File: src/rtl/bcd_pkg.sv
// Shared BCD constants and helpers for the BCD counter family.
package bcd_pkg;

    localparam logic [3:0] BCD_MAX  = 4'd9;
    localparam logic [3:0] BCD_ZERO = 4'd0;

    // Digits above 9 are clamped so that a bad load can never produce non-BCD state.
    function automatic logic [3:0] bcd_sanitise(input logic [3:0] digit);
        return (digit > BCD_MAX) ? BCD_MAX : digit;
    endfunction

endpackage

File: src/rtl/bcd_down_digit.sv
// Single BCD digit register for the down-counter: load, decrement on borrow-in,
// wrap 0 -> 9 and pass the borrow to the next digit.
module bcd_down_digit
    import bcd_pkg::*;
(
    input  logic       clk,
    input  logic       reset,
    input  logic       load,
    input  logic [3:0] load_digit,
    input  logic       borrow_in,
    output logic [3:0] digit,
    output logic       borrow_out
);

    always_ff @(negedge clk or negedge reset) begin
        if (!reset) begin
            digit <= BCD_ZERO;
        end else if (load) begin
            digit <= bcd_sanitise(load_digit);
        end else if (borrow_in) begin
            digit <= (digit == BCD_ZERO) ? BCD_MAX : (digit - 4'd1);
        end
    end

    assign borrow_out = borrow_in & (digit == BCD_ZERO);

endmodule

File: src/rtl/bcd_down_counter.sv
// Multi-digit BCD down-counter with parallel load, zero flag and cascadable borrow.
// Optional macro AUTO_RELOAD_EN: terminal count reloads the last loaded value instead of wrapping to all 9s.
module bcd_down_counter
    import bcd_pkg::*;
#(
    parameter int DIGITS = 2
) (
    input  logic                  clk,
    input  logic                  reset,
    input  logic                  load,
    input  logic [4*DIGITS-1:0]   load_val,
    input  logic                  en,
    output logic [4*DIGITS-1:0]   count,
    output logic                  zero,
    output logic                  borrow
);

    logic [DIGITS:0]       borrow_chain;
    logic [4*DIGITS-1:0]   load_clean;
    logic [4*DIGITS-1:0]   digit_val;
    logic                  digit_load;

    assign borrow_chain[0] = en & ~load;

    genvar i;
    generate
        for (i = 0; i < DIGITS; i++) begin : g_digit
            assign load_clean[4*i +: 4] = bcd_sanitise(load_val[4*i +: 4]);

            bcd_down_digit u_digit (
                .clk        (clk),
                .reset      (reset),
                .load       (digit_load),
                .load_digit (digit_val[4*i +: 4]),
                .borrow_in  (borrow_chain[i]),
                .digit      (count[4*i +: 4]),
                .borrow_out (borrow_chain[i+1])
            );
        end
    endgenerate

    // The borrow rippling out of the top digit is exactly en & ~load & (count == 0).
    assign zero   = (count == '0);
    assign borrow = borrow_chain[DIGITS];

`ifdef AUTO_RELOAD_EN
    logic [4*DIGITS-1:0] reload_q;

    always_ff @(negedge clk or negedge reset) begin
        if (!reset) begin
            reload_q <= '0;
        end else if (load) begin
            reload_q <= load_clean;
        end
    end

    // Terminal event is turned into a load of the reload register; a natural
    // ripple would otherwise land on all 9s.
    assign digit_load = load | borrow_chain[DIGITS];
    assign digit_val  = load ? load_clean : reload_q;
`else
    assign digit_load = load;
    assign digit_val  = load_clean;
`endif

endmodule

File: config.mk
export PLATFORM = sky130hd
export DESIGN_NAME = bcd_down_counter
export DESIGN_NICKNAME = d
export VERILOG_FILES = /design/src/rtl/bcd_pkg.sv /design/src/rtl/bcd_down_digit.sv /design/src/rtl/bcd_down_counter.sv
export SDC_FILE = /design/constraint.sdc
export NUM_CORES = 1
export LEC_CHECK = 0
export CAP_MARGIN = 5
export CORE_MARGIN = 2
export CORE_UTILIZATION = 35
export DETAILED_ROUTE_END_ITERATION = 10
export GPL_ROUTABILITY_DRIVEN = 1
export MAX_ROUTING_LAYER = met4
export PLACE_DENSITY = 0.72
export RECOVER_POWER = 50
export SLEW_MARGIN = 40
export SYNTH_ARGS = -nofsm -noshare
export SYNTH_HDL_FRONTEND = slang
export SYNTH_SLANG_ARGS = --single-unit
File: constraint.sdc
create_clock -name clk -period 1.19 [get_ports clk]
set_input_delay 0.238 -clock clk [delete_from_list [all_inputs] [get_ports clk]]
set_output_delay 0.238 -clock clk [all_outputs]
set_load 0.01 [all_outputs]
# == Word level (Yosys, flattened, before mapping) ==
# Index checks and enable logic that the tools add are counted.
# W data, S select, Z words.
# word_totals
ff_bits,8
input_bits,12
out_inout_bits,10
word_cells,27
# classes
add_sub_neg,2
n_lt_le_gt_ge,4
n_mux,10
n_bitwise,4
n_reduce_logical,5
# op_table
operator,n
$mux W4,10
$gt A4 B4 Y1 const B,4
$logic_not A4 Y1,2
$logic_not A8 Y1,1
$sub A4 B1 Y4 const B,2
$reduce_bool A2 Y1,2
$and A1 B1 Y1,3
$not A1 Y1,1

# == Logic depth before layout (Yosys ltp) ==
# Gate-level depths: netlist of the first run.
# logic_depth
depth_word,5
depth_mapped,4
mapped_depth_nobuf,4

# == Hierarchy ==
# A second synthesis of the first run with hierarchy kept.
# hier_totals
hier_cells,60
area_unflattened_um2,570.5
# by_module_without_submodules
module,instances,cells_per_inst,area_each_um2
bcd_down_digit,2,23,245.2
bcd_down_counter,1,14,80.1

==> run metrics, run 1 <==
FP Rows=13; first-pass GRT wire length=3020 um; number of buffers added on ports=21; layout net count=123; crit path to=zero; worst slew pin tran=0.267 ns; Syn-to-layout area delta=141%; Total GRT Usage=30.5%; failing checks=setup timing; Mapped Nets=63; worst r2r src=g_digit[1].u_digit.digit[1]$_DFFE_NN0P_; number of flip-flops in the largest register=8; fraction of layout cells with a size suffix above 1=67.0%; post-route ant nets=0; XOR/XNOR share of the synthesized area=5.38%; dpl ws=-1.09 ns; grt total ovfl=0; leakage=0.528 nW; Diodes inserted=0; met2 Resource Use GR=46.9%; root buffer cell=clkbuf_4; Worst EP required=0.95 ns; Seq/Total Area, Yosys=41.0%; sw power=0.000385 W; status=finished, violations left; max_slew headroom=81.9%; Synth Warn #=0; Die ar.=1710 um^2; count of final setup violators=18; hold_ws=0.644 ns; worst r2r path cells=5; Hold Path Class=reg -> reg; top-count cell post-synth=dfrtn_1; CP Launch Point=g_digit[1].u_digit.digit[1]$_DFFE_NN0P_; Vias/cell=5.69; leading register cell type out of synthesis=dfrtn_1; Die H=41.3 um; clock-pin slew on the worst setup and hold paths=0.04 ns; Worst Setup End Kind=output port; WS Path Type=reg -> out; count of cell types in the netlist=27; overall power=0.00114 W; Fin Clk Skew=0.00638 ns; post-synthesis mux area share=2.05%; Worst-Skew Late Latency=0.29 ns; crit-path max FO=2; drc violations=0; Placement Cell Area=881 um^2; final instance area=1170 um^2; switching share of power=33.9%; top flop regs=g_digit.u_digit.digit (8); Initial Utilization=37.5%; Power Internal=0.000752 W; drt wl/cell=19.2 um; Netlist Area Pre-Place=488 um^2; synthesized area per cell=9.57 um^2; Die Width=41.3 um; clock sink count=8; drt total wl=2390 um; cts hold-fix bufs=0; final slew viol count=0; reg2reg end=g_digit[1].u_digit.digit[2]$_DFFE_NN0P_; Iter 0 DRT Violations=30; synthesized flop and latch total=8; combinational fraction of design power=49.5%; CTS Buf Count=3; Reg power frac=29.9%; flop-to-flop setup slack=-0.33 ns; gpl congestion=0.752; H-tree levels=1; Max-cap violations=0; Core Box Area=1300 um^2; largest cells by area after synthesis=dfrtn_1, o21ai_0, nor4_4; CTS tree=done; CTS Buffer Depth=2; unrepaired setup endpoints after global routing=yes; clock share of power=20.6%; Ports=22; largest family of logic cells by synthesized area=simple AND/OR/NAND/NOR gates; Mapped Cells=51; met1 GRT Util=34.6%; number of global-route vias before repair=665; simple-gate area share of the yosys netlist=31.3%; setup TNS=-9.66 ns; total number of vias=706; Pre-Repair DR Iteration Count=4; P per Cell Area=967 nW/um^2; setup slack after layout=-1.01 ns; Most flops, register=g_digit.u_digit.digit; final hold violations=0; Post-Synth Adder-Cell Area=0%; dominant cell type by area after synthesis=dfrtn_1; crit path DAT=1.96 ns; post-synthesis compound-gate area fraction=18.7%; initial antenna violation count=0; Yosys top cell area share=41.0%; met3 Use GR=10.6%; Post-synth EDFFs=0; Setup crit start kind=flop; peak supply drop=0.690 mV; Post-synth ARST share=100%; Most Crowded Layer GR=met2; largest net degree at the start of global routing=9; Commonest cells post-synth=dfrtn_1, nand2_1, nor2_1, o21ai_0, nor3_1
-- final cells by class --
type | count | area, um^2
inverter | 1 | 3.75
tap | 15 | 18.8
fill | 59 | 126
timing repair buffer | 56 | 552
clock buffer | 3 | 22.5
sequential | 8 | 200
multi-input combinational | 41 | 378
-- through the flow --
| step | util, % | instances |
|---|---|---|
| floorplan | - | 51 |
| global placement | 67.7 | 104 |
| detailed placement | 67.7 | 104 |
| CTS | 85.7 | 121 |
| global route | 90.3 | 124 |
| finish | 90.3 | 124 |
-- repair_timing --
| action | 4_1_cts | 5_1_grt |
|---|---|---|
| endpoints found under the hold margin | 0 | 0 |
| setup buffers | 16 | 6 |
| pin swaps | 18 | 12 |
| gates cloned | 0 | 0 |
| setup endpoints to repair | 18 | 18 |
| resized for setup | 97 | 15 |
-- kinds of logic (layout without fill, tap and decap cells) --
| group | count (synthesis) | in the layout |
|---|---|---|
| muxes | 1 | 1 |
| DFF | 8 | 8 |
| AOI/OAI and AO/OA | 14 | 14 |
| and+or+nand+nor | 23 | 23 |
| buffers and inverters | 2 | 60 |
| xor gates and xnor gates | 3 | 3 |
-- worst min-delay path by stage --
| stage | startpoint | endpoint | slack (ns) | depth (start not counted) |
|---|---|---|---|---|
| final | g_digit[1].u_digit.digit[2]$_DFFE_NN0P_ | g_digit[1].u_digit.digit[2]$_DFFE_NN0P_ | 0.64 | 2 |
| after global routing | g_digit[1].u_digit.digit[2]$_DFFE_NN0P_ | g_digit[1].u_digit.digit[2]$_DFFE_NN0P_ | 0.67 | 2 |
| after CTS | g_digit[1].u_digit.digit[2]$_DFFE_NN0P_ | g_digit[1].u_digit.digit[2]$_DFFE_NN0P_ | 0.61 | 2 |
| after detailed placement | g_digit[1].u_digit.digit[2]$_DFFE_NN0P_ | g_digit[1].u_digit.digit[2]$_DFFE_NN0P_ | 0.61 | 2 |
| after global placement | g_digit[1].u_digit.digit[2]$_DFFE_NN0P_ | g_digit[1].u_digit.digit[2]$_DFFE_NN0P_ | 0.60 | 2 |
| after floorplan | reset | g_digit[0].u_digit.digit[0]$_DFFE_NN0P_ | 0.43 | 0 |
-- power by group through the flow --
stage / clock network, W / registers, W / logic (W)
after global placement: 0 / 0.000344 / 0.000341
after floorplan: 0 / 0.000373 / 0.000102
after CTS: 0.000235 / 0.000333 / 0.000488
final: 0.000234 / 0.000340 / 0.000563
after global routing: 0.000249 / 0.000341 / 0.000597
after detailed placement: 0 / 0.000344 / 0.000347
-- per-layer routing --
metal | wire length, um | vias to the layer above | part of all wire (%)
met4 | 118 | 0 | 4.9
met3 | 130 | 17 | 5.4
li1 | - | 307 | -
met1 | 878 | 350 | 37
met2 | 1260 | 32 | 53
met5 | 0 | - | 0
-- cell usage in the layout, fill, tap and decap left out, types with 3 or more instances in the layout --
master and n:
clkbuf_4 3, dfrtn_1 8, nand2_1 4, buf_6 32
o21ai_1 4, dlygate4sd2_1 3, buf_4 13
-- critical path, cell delays in order, from the launching register on --
cell and delay (ns):
dfrtn_1 0.36, buf_6 0.13, nor4_4 0.29, and3_4 0.22, buf_6 0.09
No activity file was read; power rests on OpenSTA's default activity.
==> run 2, diff against run 1 <==
Settings changed: CORE_UTILIZATION 35 to 37, CTS_BUF_LIST set to sky130_fd_sc_hd__clkbuf_8, CTS_CLUSTER_DIAMETER set to 40, PLACE_DENSITY 0.72 to 0.75.
==> run metrics, run 2 (synthesis results as in run 1) <==
status=finished, violations left; failing checks=setup timing; drt wl/cell=21.6 um (+12%); first-pass GRT wire length=3300 um (+9.4%); final slew viol count=0 (unchanged); Finished Core Util=92.0% (+1.7 points); number of flip-flops in the largest register=8 (unchanged); final hold violations=0 (unchanged); number of global-route vias before repair=693 (+4.2%); count of final setup violators=18 (unchanged); crit path DAT=1.89 ns (-0.07 ns); Ports=22 (unchanged); WL met1=1030 um (+17%); Vias/cell=5.76 (+1.2%); leakage=0.553 nW (+4.9%); crit-path max FO=2 (unchanged); largest net degree at the start of global routing=9 (unchanged); Die ar.=1630 um^2 (-4.9%); layout net count=122 (-0.81%); post-route ant nets=0 (unchanged); FP Rows=13 (unchanged); Initial Utilization=38.5% (+0.96 points); Placed Cells=103 (-0.96%); clock sink count=8 (unchanged); post-DP HPWL=1050 um; Max-cap violations=0 (unchanged); commonest non-fill, non-tap cell in the layout=buf_6; commonest cells after routing, fill and taps aside=buf_6, buf_4, dfrtn_1; CTS tree=done; Worst-Skew Late Latency=0.25 ns (-0.04 ns); grt total ovfl=0 (unchanged); worst slew pin tran=0.292 ns (+0.0251 ns); drt total wl=2660 um (+11%); CTS Buf Count=3 (unchanged); total number of vias=709 (+0.42%); Core Box Area=1270 um^2 (-2.5%); Die H=40.3 um (-2.5%); number of buffers added on ports=21 (unchanged); gpl congestion=0.711 (-5.4%); Final Instance Count excl. Fillers=123 (-0.81%); Diodes inserted=0 (unchanged); Pre-Repair DR Iteration Count=4 (unchanged); Most flops, register=g_digit.u_digit.digit; Iter 0 DRT Violations=8 (-73%); Syn-to-layout area delta=139%; unrepaired setup endpoints after global routing=yes; Setup crit start kind=flop; met3 wire length=252 um (+94%); Total GRT Usage=34.3% (+3.8 points); WS Path Type=reg -> out; CTS Buffer Depth=2 (unchanged); clock-pin slew on the worst setup and hold paths=0.03 ns (about the same); setup TNS=-9.65 ns (+0.00981 ns); cts hold-fix bufs=0 (unchanged); Die Width=40.3 um (-2.5%); root buffer cell=clkbuf_8; Hold Path Class=reg -> reg; peak supply drop=1.13 mV (+64%); top sig layer=met4; met2 routed wirelength=1230 um (-2.1%); setup slack after layout=-0.935 ns (+0.0738 ns); Worst Setup End Kind=output port; max_slew headroom=80.5% (-1.4 points); H-tree levels=1 (unchanged); P per Cell Area=1060 nW/um^2 (+9.2%); top flop regs=g_digit.u_digit.digit (8); drc violations=0 (unchanged); initial antenna violation count=0 (unchanged); fraction of layout cells with a size suffix above 1=65.7% (-1.2 points); Fin Clk Skew=0.00211 ns (-0.00427 ns); fill cell count=42 (-29%); Worst EP required=0.95 ns (about the same)
run 2: cell count changes in the layout (fill, tap and decap cells not counted), moves of 2 or more:
cell,delta
dlygate4sd2_1,-2
clkbuf_4,-3
buf_6,-7
clkbuf_8,+3
buf_4,+3
dlymetal6s2s_1,+3
run 2: worst paths after layout:
path | from | endpoint | slack (ns) | depth (start not counted)
hold / removal | g_digit[1].u_digit.digit[1]$_DFFE_NN0P_ | g_digit[1].u_digit.digit[1]$_DFFE_NN0P_ | 0.65 | 3
hold reg to reg | g_digit[1].u_digit.digit[1]$_DFFE_NN0P_ | g_digit[1].u_digit.digit[1]$_DFFE_NN0P_ | 0.65 | 3
min in group asynchronous | reset | g_digit[0].u_digit.digit[1]$_DFFE_NN0P_ | 0.87 | 2
max in group asynchronous | reset | g_digit[1].u_digit.digit[2]$_DFFE_NN0P_ | 0.10 | 2
setup / recovery | g_digit[1].u_digit.digit[0]$_DFFE_NN0P_ | zero | -0.94 | 3
setup reg to reg | g_digit[0].u_digit.digit[1]$_DFFE_NN0P_ | g_digit[1].u_digit.digit[2]$_DFFE_NN0P_ | -0.37 | 7
run 2: final cells by class:
| type | instances | area (um^2) | share of cell area, % |
|---|---|---|---|
| Clock buffer | 3 | 41.3 | 3.54 |
| Inverter | 1 | 3.75 | 0.322 |
| Multi-Input combinational cell | 41 | 358 | 30.7 |
| Sequential cell | 8 | 200 | 17.1 |
| Tap cell | 15 | 18.8 | 1.61 |
| Timing Repair Buffer | 55 | 546 | 46.7 |
run 2: what timing repair did:
action | in CTS | in global routing
pin swaps | 15 | 11
buffers inserted | 16 | 7
setup endpoints to repair | 18 | 18
gates resized for setup | 91 | 15
run 2: through the flow:
stage | cell area [um^2] | setup slack, ns | total power [W] | hold WS (ns)
finish | 1170 | -0.935 | 0.00123 | 0.652
global route | 1170 | -0.971 | 0.00127 | 0.679
CTS | 1110 | -0.929 | 0.00114 | 0.623
detailed placement | 873 | -1.12 | 0.000686 | 0.606
global placement | 873 | -1.09 | 0.000682 | 0.603
floorplan | 509 | -0.611 | 0.000474 | 0.429
run 2: per-layer routing:
metal / GRT usage (%) / vias to the layer above
met1: 37.5 / 342
met5: - / -
met2: 52.8 / 45
met4: 20.8 / 0
met3: 12.8 / 16
li1: - / 306
run 2: critical path, stage by stage, from the launching register on:
cell and delay, ns:
dfrtn_1 0.37, nor4_4 0.34, and3_4 0.24, buf_6 0.09
run 2: power breakdown:
group          switching, W  internal (W)  total [W]
Clock              0.000117      0.000220   0.000337
Combinational      0.000230      0.000315   0.000546
Sequential        0.0000429      0.000307   0.000350
Total              0.000391      0.000843    0.00123
==> run 3, diff against run 2 <==
Settings changed: CORE_UTILIZATION 37 to 26, PLACE_DENSITY 0.75 to unset.
==> run metrics, run 3 (synthesis results as in run 1) <==
unrepaired setup endpoints after global routing=yes; count of final setup violators=18 (unchanged); Ports=22 (unchanged); commonest cells after routing, fill and taps aside=buf_6, buf_4, dfrtn_1; Core Box Area=1750 um^2 (+38%); status=finished, violations left; Largest stage delay, worst path=0.37 ns (about the same); clock-pin slew on the worst setup and hold paths=0.03 ns (about the same); gpl congestion=0.841 (+18%); failing checks=setup timing; worst r2r path cells=6 (-1); slowest CP cell=dfrtn_1; crit-path leading delay family=simple AND/OR/NAND/NOR gates; total number of vias=675 (-4.8%); Worst Setup End Kind=output port; drt wl/cell=16.2 um (-25%); worst r2r src=g_digit[0].u_digit.digit[0]$_DFFE_NN0P_; drc violations=0 (unchanged); Most flops, register=g_digit.u_digit.digit; CP bufs+invs=2 (+1); CTS Buf Count=3 (unchanged); setup slack after layout=-0.934 ns (+0.000587 ns); Setup crit start kind=flop; CP Launch Point=g_digit[1].u_digit.digit[1]$_DFFE_NN0P_; reg2reg end=g_digit[0].u_digit.digit[3]$_DFFE_NN0P_; H-tree levels=1 (unchanged); P per Cell Area=1030 nW/um^2 (-2.6%); Hold Path Class=reg -> reg; cell count of the worst hold path=2 (-1); Iter 0 DRT Violations=9 (+1); leakage=0.554 nW (+0.14%); drt total wl=2200 um (-17%); clock sink count=8 (unchanged); top flop regs=g_digit.u_digit.digit (8); first-pass GRT wire length=2740 um (-17%); Die ar.=2240 um^2 (+38%); setup TNS=-9.59 ns (+0.0624 ns); layout net count=125 (+2.5%); Pre-Repair DR Iteration Count=4 (unchanged); hold endpoint=g_digit[1].u_digit.digit[2]$_DFFE_NN0P_; commonest non-fill, non-tap cell in the layout=buf_6; Stages on worst setup path=4 (+1); final slew viol count=0 (unchanged); WS Path Type=reg -> out; flop-to-flop setup slack=-0.42 ns (-0.05 ns); fraction of layout cells with a size suffix above 1=67.6% (+1.8 points); Max-cap violations=0 (unchanged); post-DP HPWL=1120 um (+7.1%); Die Width=47.3 um (+17%); number of global-route vias before repair=629 (-9.2%); max_slew headroom=73.1% (-7.3 points); Worst EP required=0.95 ns (about the same); overall power=0.00126 W (+1.9%); Initial Utilization=28.0% (-11 points); Total GRT Usage=19.2% (-15 points); crit-path max FO=2 (unchanged); peak supply drop=0.822 mV (-28%); final hold violations=0 (unchanged); CTS Buffer Depth=2 (unchanged); grt total ovfl=0 (unchanged); initial antenna violation count=0 (unchanged); Fin Clk Skew=0.00101 ns (-0.00110 ns); largest net degree at the start of global routing=9 (unchanged); Worst-Skew Late Latency=0.25 ns (about the same); Syn-to-layout area delta=150%; Vias/cell=4.96 (-14%); Diodes inserted=0 (unchanged); post-route ant nets=0 (unchanged); root buffer cell=clkbuf_8; CTS tree=done; number of buffers added on ports=21 (unchanged); hold path start=g_digit[1].u_digit.digit[2]$_DFFE_NN0P_; FP Rows=15 (+2); worst slew pin tran=0.397 ns (+0.104 ns); CP cell instances=buf_6 > nor4_4 > and3_4 > buf_6; number of flip-flops in the largest register=8 (unchanged); crit path DAT=1.89 ns (about the same); Die H=47.3 um (+17%); cell mode on critical path=buf_6
-- run 3: changes by cell type in the layout (fill, tap and decap cells not counted), sizes merged --
cell           before  now
dlymetal6s2s        3    0
buf                46   50
clkdlybuf4s15       2    1
dlygate4sd2         1    4
-- run 3: tightest hold or removal path, delay by kind of cell, from the launching register on --
kind                   cells  cell delay [ns]
buffers and inverters      1             0.12
AOI/OAI and AO/OA          1             0.17
DFF                        1             0.42
-- run 3: metal layers --
layer / GRT usage, % / vias to the layer above / routed length (um)
li1: - / 312 / -
met1: 22.5 / 327 / 916
met2: 29.5 / 26 / 1060
met3: 5.00 / 10 / 131
met4: 11.1 / 0 / 86
met5: - / - / 0
-- run 3: power by group --
| part | internal [W] | leakage, nW | total, W | switching, W |
|---|---|---|---|---|
| combinational | 0.000342 | 0.435 | 0.000573 | 0.000232 |
| clock | 0.000220 | 0.0216 | 0.000342 | 0.000121 |
| sequential | 0.000307 | 0.0974 | 0.000342 | 0.0000345 |
-- run 3: final cells by class --
class | count | area (um^2)
clock buffer | 3 | 41.3
fill | 137 | 524
inverter | 1 | 3.75
multi-input combinational | 41 | 375
sequential | 8 | 200
tap | 25 | 31.3
timing repair buffer | 58 | 569
-- run 3: timing repair --
| action | CTS | global route |
|---|---|---|
| pin swaps | 14 | 12 |
| setup buffers | 12 | 16 |
| endpoints found under the setup margin | 18 | 18 |
| hold buffers | 0 | 0 |
| gates resized for setup | 103 | 16 |
-- run 3: worst max-delay path by stage --
stage                     slack (ns)    to
after global placement         -1.07  zero
after global routing           -0.98  zero
final                          -0.93  zero
after floorplan                -0.61  zero
after CTS                      -0.97  zero
after detailed placement       -1.09  zero
-- run 3: per-stage QoR --
stage                     setup WS, ns  hold WS, ns  area (um^2)  utilization (%)  instances
final                           -0.934        0.625         1220             70.0        136
after global routing            -0.982        0.661         1220             70.0        136
after CTS                       -0.967        0.624         1130             64.5        127
after detailed placement         -1.09        0.621          878             50.3        112
after global placement           -1.07        0.603          878             50.3        112
after floorplan                 -0.611        0.429          509                -         51
==> RTL change 1 (flow settings as in run 1) <==
Build with the macro `AUTO_RELOAD_EN` defined.
--- a/src/rtl/bcd_down_counter.sv
+++ b/src/rtl/bcd_down_counter.sv
@@ -1,5 +1,7 @@
 // Multi-digit BCD down-counter with parallel load, zero flag and cascadable borrow.
 // Optional macro AUTO_RELOAD_EN: terminal count reloads the last loaded value instead of wrapping to all 9s.
+`define AUTO_RELOAD_EN
+
 module bcd_down_counter
     import bcd_pkg::*;
 #(
Function: changed (a bounded check fails within 4 cycles, from zero or initial values and one cycle with reset low).
==> RTL change 1 against run 1 <==
The run still ends with setup timing left. Power up 66%. Critical path type unchanged. Sequential cell count is 8 higher. Largest power group unchanged. Sequential share of layout area up 5.0 points. Final area is 55% higher. Routed wire length rose by 46%. Synthesized area grew 82%. Setup slack got worse by 0.11 ns. Global-route usage decreased by 7.8 points.
==> RTL change 1: results (changes against run 1) <==
status=finished with violations; failing checks=setup timing; Initial DRC Count=15 (-50%); reg-to-reg startpoint=g_digit[1].u_digit.digit[3]; Net count, final=173 (+41%); worst r2r dst=g_digit[1].u_digit.digit[0]; vias in the first global route=1046 (+57%); met2 Resource Use GR=40.0% (-6.9 points); Top Registers=g_digit.u_digit.digit (8), reload_q (8); R2R Setup Slk=-0.81 ns (-0.48 ns); share of cells above drive strength 1=62.5% (-4.5 points); clock-pin slew on the worst setup and hold paths=0.07 ns (+0.03 ns); Hold Path Origin=reload_q[5]; Synth Area in Compound Gates=19.3% (+0.58 points); PD cells=1040 mW/mm2 (+7.7%); reg2reg path depth=8 (+3); routed len/inst=18.3 um (-4.7%); post-placement setup slack=-1.41 ns (-0.322 ns); syn_nets=104 (+65%); final worst setup slack=-1.12 ns (-0.107 ns); WHS=0.495 ns (-0.149 ns); largest net degree at the start of global routing=17 (+8); WP data arrival=2.07 ns (+0.11 ns); multiplexer share of the synthesized area=2.54% (+0.48 points); Final Setup Violations=24 (+6); Seq/Total Area, Yosys=45.1% (+4.0 points); routed via count=1053 (+49%)
[RTL change 1: per-stage QoR]
step / std cells / setup TNS (ns) / instance area, um2
after floorplan: 92 / -9.50 / 956
after global placement: 158 / -24.86 / 1300
after detailed placement: 158 / -25.59 / 1300
after CTS: 184 / -12.49 / 1690
after global routing: 190 / -14.09 / 1820
final: 190 / -13.38 / 1820
[RTL change 1: how the worst max path moves through the flow]
stage                                   to                         from
3_3_place_gp                        borrow  g_digit[0].u_digit.digit[1]
5_1_grt                             borrow  g_digit[1].u_digit.digit[3]
6_report                            borrow  g_digit[1].u_digit.digit[3]
2_1_floorplan  g_digit[1].u_digit.digit[0]                           en
3_5_place_dp   g_digit[1].u_digit.digit[0]                           en
4_1_cts                             borrow  g_digit[1].u_digit.digit[1]
[RTL change 1: kinds of logic (layout without fill, tap and decap cells)]
logic type	count (synthesis)	after routing
AOI/OAI and AO/OA	27	27
xor gates and xnor gates	3	3
and+or+nand+nor	34	34
DFF	16	16
buffers and inverters	10	78
muxes	2	2
[RTL change 1: tightest hold or removal path, stage by stage, from the launching register on]
cell and delay, ns:
dfrtn_1 0.41, inv_1 0.05, o21ai_1 0.12
[RTL change 1: final cells by class]
class	instances	area [um2]	area share, %
clock buffers	4	36.3	2.00
well taps	30	37.5	2.07
inverters	6	22.5	1.24
flip-flops and latches	16	400	22.1
repair buffers	68	703	38.7
multi-input cells	66	616	33.9
[RTL change 1: timing repair]
item	4_1_cts	5_1_grt
resized for setup	110	31
buffers inserted	21	11
cloned	2	1
pin swaps	22	9
endpoints found under the setup margin	26	25
[RTL change 1: metal layers]
metal,routed length [um],vias to the layer above
met5,0,-
met3,119,19
met4,196,0
li1,-,468
met1,1360,525
met2,1800,41
[RTL change 1: power by group]
group | switching, mW | internal (mW)
logic | 0.371 | 0.490
clock network | 0.175 | 0.186
registers | 0.0568 | 0.612
total | 0.602 | 1.29
==> RTL change 2 (settings of run 1) <==
Made on the original files. The parameter `DIGITS` goes from 2 to 4.
--- a/src/rtl/bcd_down_counter.sv
+++ b/src/rtl/bcd_down_counter.sv
@@ -3,7 +3,7 @@
 module bcd_down_counter
     import bcd_pkg::*;
 #(
-    parameter int DIGITS = 2
+    parameter int DIGITS = 4
 ) (
     input  logic                  clk,
     input  logic                  reset,
Interface: changed (resized count and load_val); port bits go from 22 to 38. The function was not compared with the original's and may differ.
==> RTL change 2 against run 1 <==
The run still ends with setup timing left. Critical path type unchanged. Synthesized area grew 99%. Global-route usage shrank 6.9 points. Setup slack worse by 0.24 ns. Sequential cell count rose by 8. Routed wire length up 58%. Final area up 77%. Power grew 68%.
==> RTL change 2: results (changes against run 1) <==
GRT Util Overall=23.6% (-6.9 points); Final Setup Violations=33 (+15); share of cells above drive strength 1=51.0% (-16 points); Non-Filler Instances=237 (+91%); Initial DRC Count=29 (-3.3%); WP data arrival=2.20 ns (+0.24 ns); area occupied by multi-input gates=647 um2 (+71%); Post-Synth XOR/XNOR Area=2.71% (-2.7 points); final worst setup slack=-1.24 ns (-0.236 ns); CP max FO=3 (+1); WL met2=1.93 mm (+53%); first-pass GRT wire length=5.73 mm (+90%); largest net degree at the start of global routing=17 (+8); Met1 Wirelength=1.61 mm (+83%); failing checks=setup timing; Net count, final=227 (+85%); Commonest cells post-synth=dfrtn_1, o21ai_0, nor2_1; vias in the first global route=1222 (+84%); Distinct cells, synth=32 (+19%); status=finished with violations; Syn Area/Cell=9.16 um2 (-4.3%); Crit path largest cell delay=0.40 ns (+0.04 ns); drt via density=5.43 (-4.6%); cell total after placement=205 (+97%); clock-pin slew on the worst setup and hold paths=0.07 ns (+0.03 ns); syn_nets=126 (+100%); Synth Warn #=0 (unchanged); GPL Wtd Cong=0.829 (+10%); Pleak=0.958 nW (+82%); Placed Instance Area=0.00171 mm2 (+94%); fill cell count=167 (+180%); port buffer count=37 (+76%); WL met3=149 um (+15%); WL final=3.78 mm (+58%); largest cells by area after synthesis=dfrtn_1, o21ai_0, nor3_1; worst vdd ir=722 uV (+4.6%); clock skew=0.00508 ns (-0.00129 ns)
==> RTL change 2: cell families after synthesis <==
family / after synthesis
mux: 4
simple gates: 49
buf+inv: 5
flops: 16
xor+xnor: 3
compound gates: 29
==> RTL change 2: path summary, 6_finish.rpt <==
path | start | slack, ns | endpoint | cells after the start
min in group asynchronous | reset | 0.79 | g_digit[2].u_digit.digit[3] | 2
hold / removal | g_digit[0].u_digit.digit[0] | 0.67 | g_digit[0].u_digit.digit[0] | 3
setup / recovery | g_digit[3].u_digit.digit[0] | -1.24 | borrow | 5
setup reg to reg | g_digit[3].u_digit.digit[0] | -0.62 | g_digit[3].u_digit.digit[2] | 7
hold reg to reg | g_digit[0].u_digit.digit[0] | 0.67 | g_digit[0].u_digit.digit[0] | 3
max in group asynchronous | reset | 0.09 | g_digit[1].u_digit.digit[3] | 2
==> RTL change 2: worst register-to-register path: stages (launching register included) <==
cell      delay, ns
dfrtn_1        0.40
nor4_4         0.31
buf_4          0.16
buf_4          0.09
buf_4          0.11
nand4b_4       0.12
or4b_1         0.47
a31oi_1        0.18
==> RTL change 2: per-layer routing <==
metal  vias to the layer above  global-route usage, %
li1                        600                      -
met1                       638                   30.1
met2                        41                   38.4
met3                         8                   2.76
met4                         0                   8.84
met5                         -                      -
==> RTL change 2: layout make-up <==
| type | count | share of cell area (%) |
|---|---|---|
| Timing Repair Buffer | 98 | 45.5 |
| Inverter | 3 | 0.541 |
| Sequential cell | 16 | 19.2 |
| Multi-Input combinational cell | 85 | 31.1 |
| Clock buffer | 4 | 1.74 |
| Tap cell | 31 | 1.86 |
==> RTL change 2: repair_timing <==
item                                    in CTS  in global routing
setup buffers                               17                 28
hold buffers                                 0                  0
gates cloned                                 0                  0
resized for setup                          129                 26
pin swaps                                   16                 19
endpoints found under the setup margin      34                 34
==> RTL change 2: where the power goes <==
| part | total [mW] | internal (mW) | switching, mW | leakage, nW |
|---|---|---|---|---|
| Clock | 0.388 | 0.187 | 0.201 | 0.0210 |
| Sequential | 0.664 | 0.604 | 0.0603 | 0.191 |
| Combinational | 0.855 | 0.501 | 0.355 | 0.746 |
==> RTL change 2: through the flow <==
stage | hold WS [ns] | TNS [ns] | setup WS (ns)
6_report | 0.675 | -19.93 | -1.24
2_1_floorplan | 0.429 | -12.18 | -0.939
3_3_place_gp | 0.584 | -32.88 | -1.38
4_1_cts | 0.667 | -19.66 | -1.24
3_5_place_dp | 0.604 | -33.56 | -1.41
5_1_grt | 0.713 | -21.47 | -1.34
